==> src/rtl/onchip_arb_pkg.sv <==
// Shared encodings and default widths for the on-chip pattern memory arbiter.
// Used by onchip_mem_arbiter and its testbench.
package onchip_arb_pkg;

  localparam int unsigned ADDR_W_DEF = 11;
  localparam int unsigned DATA_W_DEF = 256;

  // Owner tag carried alongside each read through the return pipeline.
  typedef enum logic [1:0] {
    OWN_NONE = 2'd0,
    OWN_A    = 2'd1,
    OWN_B    = 2'd2
  } owner_e;

  typedef enum logic [1:0] {
    ST_IDLE  = 2'd0,
    ST_A_OWN = 2'd1,
    ST_B_OWN = 2'd2
  } state_e;

  function automatic owner_e read_owner(input logic a_gnt, input logic b_gnt,
                                        input logic b_we);
    owner_e own;
    own = OWN_NONE;
    if (a_gnt)               own = OWN_A;
    else if (b_gnt && !b_we) own = OWN_B;
    return own;
  endfunction

endpackage

==> src/rtl/arb_sat_counter.sv <==
// Saturating event counter with synchronous clear; clear wins over increment.
module arb_sat_counter #(
  parameter int unsigned W = 16
) (
  input  logic         clk,
  input  logic         rst_n,
  input  logic         clr_i,
  input  logic         inc_i,
  output logic [W-1:0] cnt_o
);

  logic [W-1:0] cnt_q, cnt_d;

  always_comb begin
    cnt_d = cnt_q;
    if (clr_i)                   cnt_d = '0;
    else if (inc_i && ~&cnt_q)   cnt_d = cnt_q + 1'b1;
  end

  always_ff @(posedge clk or negedge rst_n) begin
    if (!rst_n) cnt_q <= '0;
    else        cnt_q <= cnt_d;
  end

  assign cnt_o = cnt_q;

endmodule

==> src/rtl/onchip_mem_arbiter.sv <==
// Two-port arbiter in front of the single-port pattern memory: A (fetch, read-only)
// has priority, B (loader) is forced in after STARVE_LIMIT A grants. ONCHIP_ARB_STATS_EN adds grant/stall counters.
module onchip_mem_arbiter
  import onchip_arb_pkg::*;
#(
  parameter int unsigned ADDR_W       = ADDR_W_DEF,
  parameter int unsigned DATA_W       = DATA_W_DEF,
  parameter int unsigned STARVE_LIMIT = 16
) (
  input  logic                clk,
  input  logic                rst_n,
  input  logic                a_req,
  input  logic [ADDR_W-1:0]   a_addr,
  output logic                a_gnt,
  output logic                a_rvalid,
  output logic [DATA_W-1:0]   a_rdata,
  input  logic                b_req,
  input  logic                b_we,
  input  logic [ADDR_W-1:0]   b_addr,
  input  logic [DATA_W/8-1:0] b_be,
  input  logic [DATA_W-1:0]   b_wdata,
  output logic                b_gnt,
  output logic                b_rvalid,
  output logic [DATA_W-1:0]   b_rdata,
  output logic                mem_chip_select,
  output logic                mem_read,
  output logic                mem_write,
  output logic [ADDR_W-1:0]   mem_addr,
  output logic [DATA_W/8-1:0] mem_byte_enable,
  output logic [DATA_W-1:0]   mem_write_data,
  input  logic [DATA_W-1:0]   mem_read_data,
  output state_e              dbg_state
`ifdef ONCHIP_ARB_STATS_EN
  ,
  input  logic                stats_clr,
  output logic [15:0]         a_grant_cnt,
  output logic [15:0]         b_grant_cnt,
  output logic [15:0]         b_stall_cnt
`endif
);

  localparam int unsigned BE_W = DATA_W / 8;
  localparam logic [7:0] STARVE_MAX = STARVE_LIMIT[7:0];

  // Handshake: a requester raises req with stable fields and holds them until it
  // sees gnt high in the same cycle; that cycle is the acceptance, one access each.
  logic a_gnt_w, b_gnt_w;

  state_e              state_q, state_d;
  logic [7:0]          starve_q, starve_d;
  logic                cs_q, cs_d, rd_q, rd_d, wr_q, wr_d;
  logic [ADDR_W-1:0]   addr_q, addr_d;
  logic [BE_W-1:0]     be_q, be_d;
  logic [DATA_W-1:0]   wd_q, wd_d;
  owner_e              tag1_q, tag1_d, tag2_q;

  always_comb begin
    b_gnt_w = rst_n & b_req & (~a_req | (starve_q == STARVE_MAX));
    a_gnt_w = rst_n & a_req & ~b_gnt_w;
  end

  always_comb begin
    state_d = ST_IDLE;
    if (a_gnt_w)      state_d = ST_A_OWN;
    else if (b_gnt_w) state_d = ST_B_OWN;

    starve_d = starve_q;
    if (!b_req || b_gnt_w)                  starve_d = 8'd0;
    else if (a_gnt_w && starve_q != STARVE_MAX) starve_d = starve_q + 8'd1;

    // Address and data buses hold their last value when nothing is granted.
    cs_d   = 1'b0;
    rd_d   = 1'b0;
    wr_d   = 1'b0;
    addr_d = addr_q;
    be_d   = be_q;
    wd_d   = wd_q;
    if (a_gnt_w) begin
      cs_d   = 1'b1;
      rd_d   = 1'b1;
      addr_d = a_addr;
    end else if (b_gnt_w) begin
      cs_d   = 1'b1;
      addr_d = b_addr;
      if (b_we) begin
        wr_d = 1'b1;
        be_d = b_be;
        wd_d = b_wdata;
      end else begin
        rd_d = 1'b1;
      end
    end

    tag1_d = read_owner(a_gnt_w, b_gnt_w, b_we);
  end

  always_ff @(posedge clk or negedge rst_n) begin
    if (!rst_n) begin
      state_q  <= ST_IDLE;
      starve_q <= 8'd0;
      cs_q     <= 1'b0;
      rd_q     <= 1'b0;
      wr_q     <= 1'b0;
      addr_q   <= '0;
      be_q     <= '0;
      wd_q     <= '0;
      tag1_q   <= OWN_NONE;
      tag2_q   <= OWN_NONE;
    end else begin
      state_q  <= state_d;
      starve_q <= starve_d;
      cs_q     <= cs_d;
      rd_q     <= rd_d;
      wr_q     <= wr_d;
      addr_q   <= addr_d;
      be_q     <= be_d;
      wd_q     <= wd_d;
      tag1_q   <= tag1_d;
      tag2_q   <= tag1_q;
    end
  end

  assign a_gnt           = a_gnt_w;
  assign b_gnt           = b_gnt_w;
  assign mem_chip_select = cs_q;
  assign mem_read        = rd_q;
  assign mem_write       = wr_q;
  assign mem_addr        = addr_q;
  assign mem_byte_enable = be_q;
  assign mem_write_data  = wd_q;
  assign dbg_state       = state_q;

  // The tag two stages back marks which requester owns this cycle's read data.
  assign a_rvalid = (tag2_q == OWN_A);
  assign b_rvalid = (tag2_q == OWN_B);
  assign a_rdata  = mem_read_data;
  assign b_rdata  = mem_read_data;

`ifdef ONCHIP_ARB_STATS_EN
  arb_sat_counter #(.W(16)) u_a_grant_cnt (
    .clk   (clk),
    .rst_n (rst_n),
    .clr_i (stats_clr),
    .inc_i (a_gnt_w),
    .cnt_o (a_grant_cnt)
  );

  arb_sat_counter #(.W(16)) u_b_grant_cnt (
    .clk   (clk),
    .rst_n (rst_n),
    .clr_i (stats_clr),
    .inc_i (b_gnt_w),
    .cnt_o (b_grant_cnt)
  );

  arb_sat_counter #(.W(16)) u_b_stall_cnt (
    .clk   (clk),
    .rst_n (rst_n),
    .clr_i (stats_clr),
    .inc_i (b_req & ~b_gnt_w),
    .cnt_o (b_stall_cnt)
  );
`endif

endmodule

==> config.mk <==
export PLATFORM = sky130hd
export DESIGN_NAME = onchip_mem_arbiter
export DESIGN_NICKNAME = d
export VERILOG_FILES = /design/src/rtl/onchip_arb_pkg.sv /design/src/rtl/arb_sat_counter.sv /design/src/rtl/onchip_mem_arbiter.sv
export SDC_FILE = /design/constraint.sdc
export NUM_CORES = 1
export LEC_CHECK = 0
export BUFFER_PORTS_ARGS = -buffer_cell sky130_fd_sc_hd__buf_2
export CORE_AREA = 5 5 540 542
export DETAILED_ROUTE_END_ITERATION = 10
export DIE_AREA = 0 0 545 547
export PLACE_DENSITY = 0.3
export SLEW_MARGIN = 20
export SYNTH_ARGS = -nofsm -noshare
export SYNTH_HDL_FRONTEND = slang
export SYNTH_SLANG_ARGS = --single-unit
==> constraint.sdc <==
create_clock -name clk -period 2.59 [get_ports clk]
set_clock_uncertainty 0.15 [all_clocks]
set_input_delay 0.259 -clock clk [delete_from_list [all_inputs] [get_ports clk]]
set_output_delay 0.259 -clock clk [all_outputs]
set_load 0.05 [all_outputs]
==> results.py <==
metrics = {
    "power": {
        "p_comb_share_pct": 38.0,
        "power_leakage_nw": 10.7,
        "p_clk_share_pct": 32.7,
        "switching_share_pct": 44.6,
        "power_switching_mw": 9.85,
        "internal_power_mw": 12.2,
        "p_seq_share_pct": 29.4,
        "powerDensity_nw_per_um2": 849,
        "irDropWorstVdd_uv": 505,
    },
    "floorplan": {
        "design.die.area_um2": 298000,
        "start_util_pct": 5.57,
        "ios": 1391,
        "die_x_um": 545,
        "fp.dieH_um": 547,
        "core_um2": 286000,
        "num_rows": 197,
    },
    "critical_path": {
        "r2r_setup_slack_ns": -0.18,
        "reg2reg_depth": 11,
        "path_max_fanout": 6,
        "critPathKind": "reg -> reg",
        "slowest_delay_ns": 0.39,
        "cp.arrival_ns": 3.18,
        "crit_chain": "inv_1 -> ha_2 -> or3b_4 -> o21ai_4 -> buf_4 -> and4_4 -> buf_12 -> buf_16 -> buf_12 -> clkbuf_16 -> mux2_2",
        "cp_slowest_cell": "or3b_4",
        "path_common_cell": "buf_12",
        "r2r-end": "mem_byte_enable[23]",
        "startpoint": "starve_q[0]",
        "critPathRequiredTime_ns": 3.00,
        "cp-endpoint": "mem_byte_enable[23]",
        "start_kind": "register",
        "crit_path_end_kind": "register",
        "rr_startpoint": "starve_q[0]",
    },
    "yosys": {
        "netlist_instances": 1245,
        "syn_area_um2": 16000,
        "synth_edf_count": 0,
        "synth.avg_cell_area_um2": 12.8,
        "post_synth_xor_area_fraction_pct": 0.0549,
        "synth.distinct_cells": 33,
        "synth_compound_area_share_pct": 1.61,
        "synth_top_family_by_area": "buffers and inverters",
        "synth_top_flop_cell": "dfrtp_1",
        "synthMuxAreaShare_pct": 20.3,
        "synthAdderAreaFrac_pct": 0.157,
        "synth-warning-count": 0,
        "async_flop_share_pct": 100,
        "syn_nets": 1818,
        "yosys.area_share.simple_pct": 1.12,
        "yosysSeqAreaShare_pct": 49.4,
        "ys_seq_elements": 315,
    },
    "clock_tree": {
        "clock_latency_ns": 0.70,
        "cts_tree": "yes",
        "clk_pin_slew_worst_paths_ns": 0.06,
        "clockBufferDepth": 3,
        "htreeDepth": 2,
        "cts_buffers": 48,
        "root_buffer": "clkbuf_16",
        "cts.sinks": 315,
    },
    "grt": {
        "overflow": 0,
        "grt_util_all_layers_pct": 8.59,
        "grt_pass1_vias": 12500,
        "grt_pass1_wl_um": 160000,
        "grt_max_degree": 120,
        "antenna_found_initial": 99,
    },
    "timing": {
        "grt_setup_unrepaired": "true",
        "fmax_mhz": 361,
        "hold_viol": 0,
        "tightest_slew_ns": 0.829,
        "slew_violations": 0,
        "fin_crit_sh_pct": 107,
        "setup_violations": 285,
        "final.min_clock_period_ns": 2.77,
        "timing.slew.headroom_pct": 44.7,
        "setup_ws_ns": -0.180,
        "finalSetupTns_ns": -33.73,
    },
    "finish": {
        "drive_above_1_share_pct": 50.5,
        "postLayoutCoreUtil_pct": 9.07,
        "layout_common_cells": "buf_2 (619), dlygate4sd3_1 (316), dfrtp_1 (315)",
        "final_common_cell": "buf_2",
        "nNetsFinal": 2345,
        "fillers": 33100,
        "area_delta_synth_final_pct": 62.8,
    },
    "flow_run": {
        "maxCapViolCount": 0,
    },
    "placed_design": {
        "io_buffer_count": 622,
        "dp_hpwl_um": 115000,
        "routabilityCongestion": 0.686,
    },
    "detailed_routing": {
        "postRouteAntennaNets": 0,
        "wl_per_cell_um": 24.0,
        "wl_um": 134000,
        "firstDrtPassIters": 4,
        "via_per_inst": 2.08,
        "first_iter_violations": 354,
        "vias": 11700,
        "drc_errors": 0,
    },
    "min_path": {
        "hold_path.class": "in -> async",
    },
    "outcome": {
        "status": "finished, violations left",
        "violations": "negative setup slack",
    },
}
-- how the worst min path moves through the flow --
stage           from            endpoint  slack, ns  cells after the start
5_1_grt        rst_n  mem_write_data[52]       0.04                      3
3_3_place_gp   rst_n  mem_write_data[52]       0.19                      2
4_1_cts        rst_n  mem_write_data[52]     0.0001                      3
6_report       rst_n  mem_write_data[52]       0.06                      3
2_1_floorplan  rst_n        dbg_state[1]      -0.19                      0
3_5_place_dp   rst_n  mem_write_data[52]       0.19                      2
-- logic make-up after synthesis --
group / Yosys count
buf+inv: 569
mux: 288
compound gates: 41
flops: 315
simple gates: 29
xor+xnor: 1
fa+ha+maj: 2
-- worst max-delay path: cells and delay by family, from the launching register on --
kind	cells	cell delay, ns
AO/OA/AOI/OAI	1	0.15
adder cells (fa/ha/maj)	1	0.16
buffers and inverters	6	0.75
flip-flops	1	0.38
multiplexers	1	0.32
AND/OR/NAND/NOR	2	0.68
-- repair_timing --
item / CTS / global route
hold endpoints to repair: 588 / 0
cloned: 12 / 2
setup buffers: 19 / 7
resized for setup: 49 / 38
endpoints found under the setup margin: 289 / 290
pin swaps: 1 / 3
hold buffers: 316 / 0
-- power groups by stage --
stage          Sequential (mW)  Combinational [mW]  Clock [mW]
2_1_floorplan             10.2                2.99           0
3_3_place_gp              6.56                8.07           0
3_5_place_dp              6.58                8.08           0
4_1_cts                   6.50                8.67        7.67
5_1_grt                   6.62                9.10        7.77
6_report                  6.48                8.38        7.20
-- cell usage after synthesis (all sizes together) (2+ instances only) --
cell | number | area [um2]
a21o | 3 | 22.5
and3 | 2 | 12.5
a21oi | 5 | 25.0
buf | 545 | 4280
and4 | 2 | 17.5
ha | 2 | 25.0
nand2 | 6 | 22.5
inv | 19 | 71.3
dfrtp | 315 | 7880
mux2 | 288 | 3240
or3 | 5 | 31.3
o211ai | 2 | 15.0
o21ai | 17 | 88.8
nand3 | 4 | 20.0
nor2b | 3 | 18.8
a22oi | 11 | 82.6
clkbuf | 5 | 18.8
-- registers in the layout, summed over array words and instances, names as in the netlist --
register and cells:
dbg_state 1, mem_addr 11, mem_byte_enable 32, mem_chip_select 1
mem_read 1, mem_write 1, mem_write_data 256, starve_q 8
tag1_q 2, tag2_q 2
-- per-layer routing --
layer | track usage (%) | part of all wire, % | vias up | routed length (um)
met2 | 11.5 | 37 | 1217 | 49600
met1 | 9.01 | 37 | 5312 | 49300
met4 | 2.42 | 3.7 | 18 | 4990
met5 | 1.41 | 0.39 | - | 519
met3 | 8.90 | 22 | 384 | 29900
li1 | - | - | 4727 | -
-- cell type report --
class                           count  area [um2]  share of cell area [%]
Multi-Input combinational cell    361        3860                    14.9
Inverter                           19        71.3                   0.274
Tap cell                         3781        4730                    18.2
Clock inverter                     19         290                    1.12
Timing Repair Buffer             1027        7710                    29.7
Antenna cell                       14        35.0                   0.135
Clock buffer                       68        1410                    5.41
Sequential cell                   315        7880                    30.3
-- per-stage QoR --
stage	power [mW]	hold slack (ns)	area, um2	setup slack (ns)	instances
6_report	22.1	0.0615	26000	-0.180	5604
5_1_grt	23.5	0.0369	26000	-0.274	5592
4_1_cts	22.8	0.000105	25700	-0.262	5582
3_5_place_dp	14.7	0.189	20100	-0.155	5148
3_3_place_gp	14.6	0.192	20100	-0.246	5148
2_1_floorplan	13.2	-0.187	16000	0.159	1245
Power figures use the tool's default switching activity.
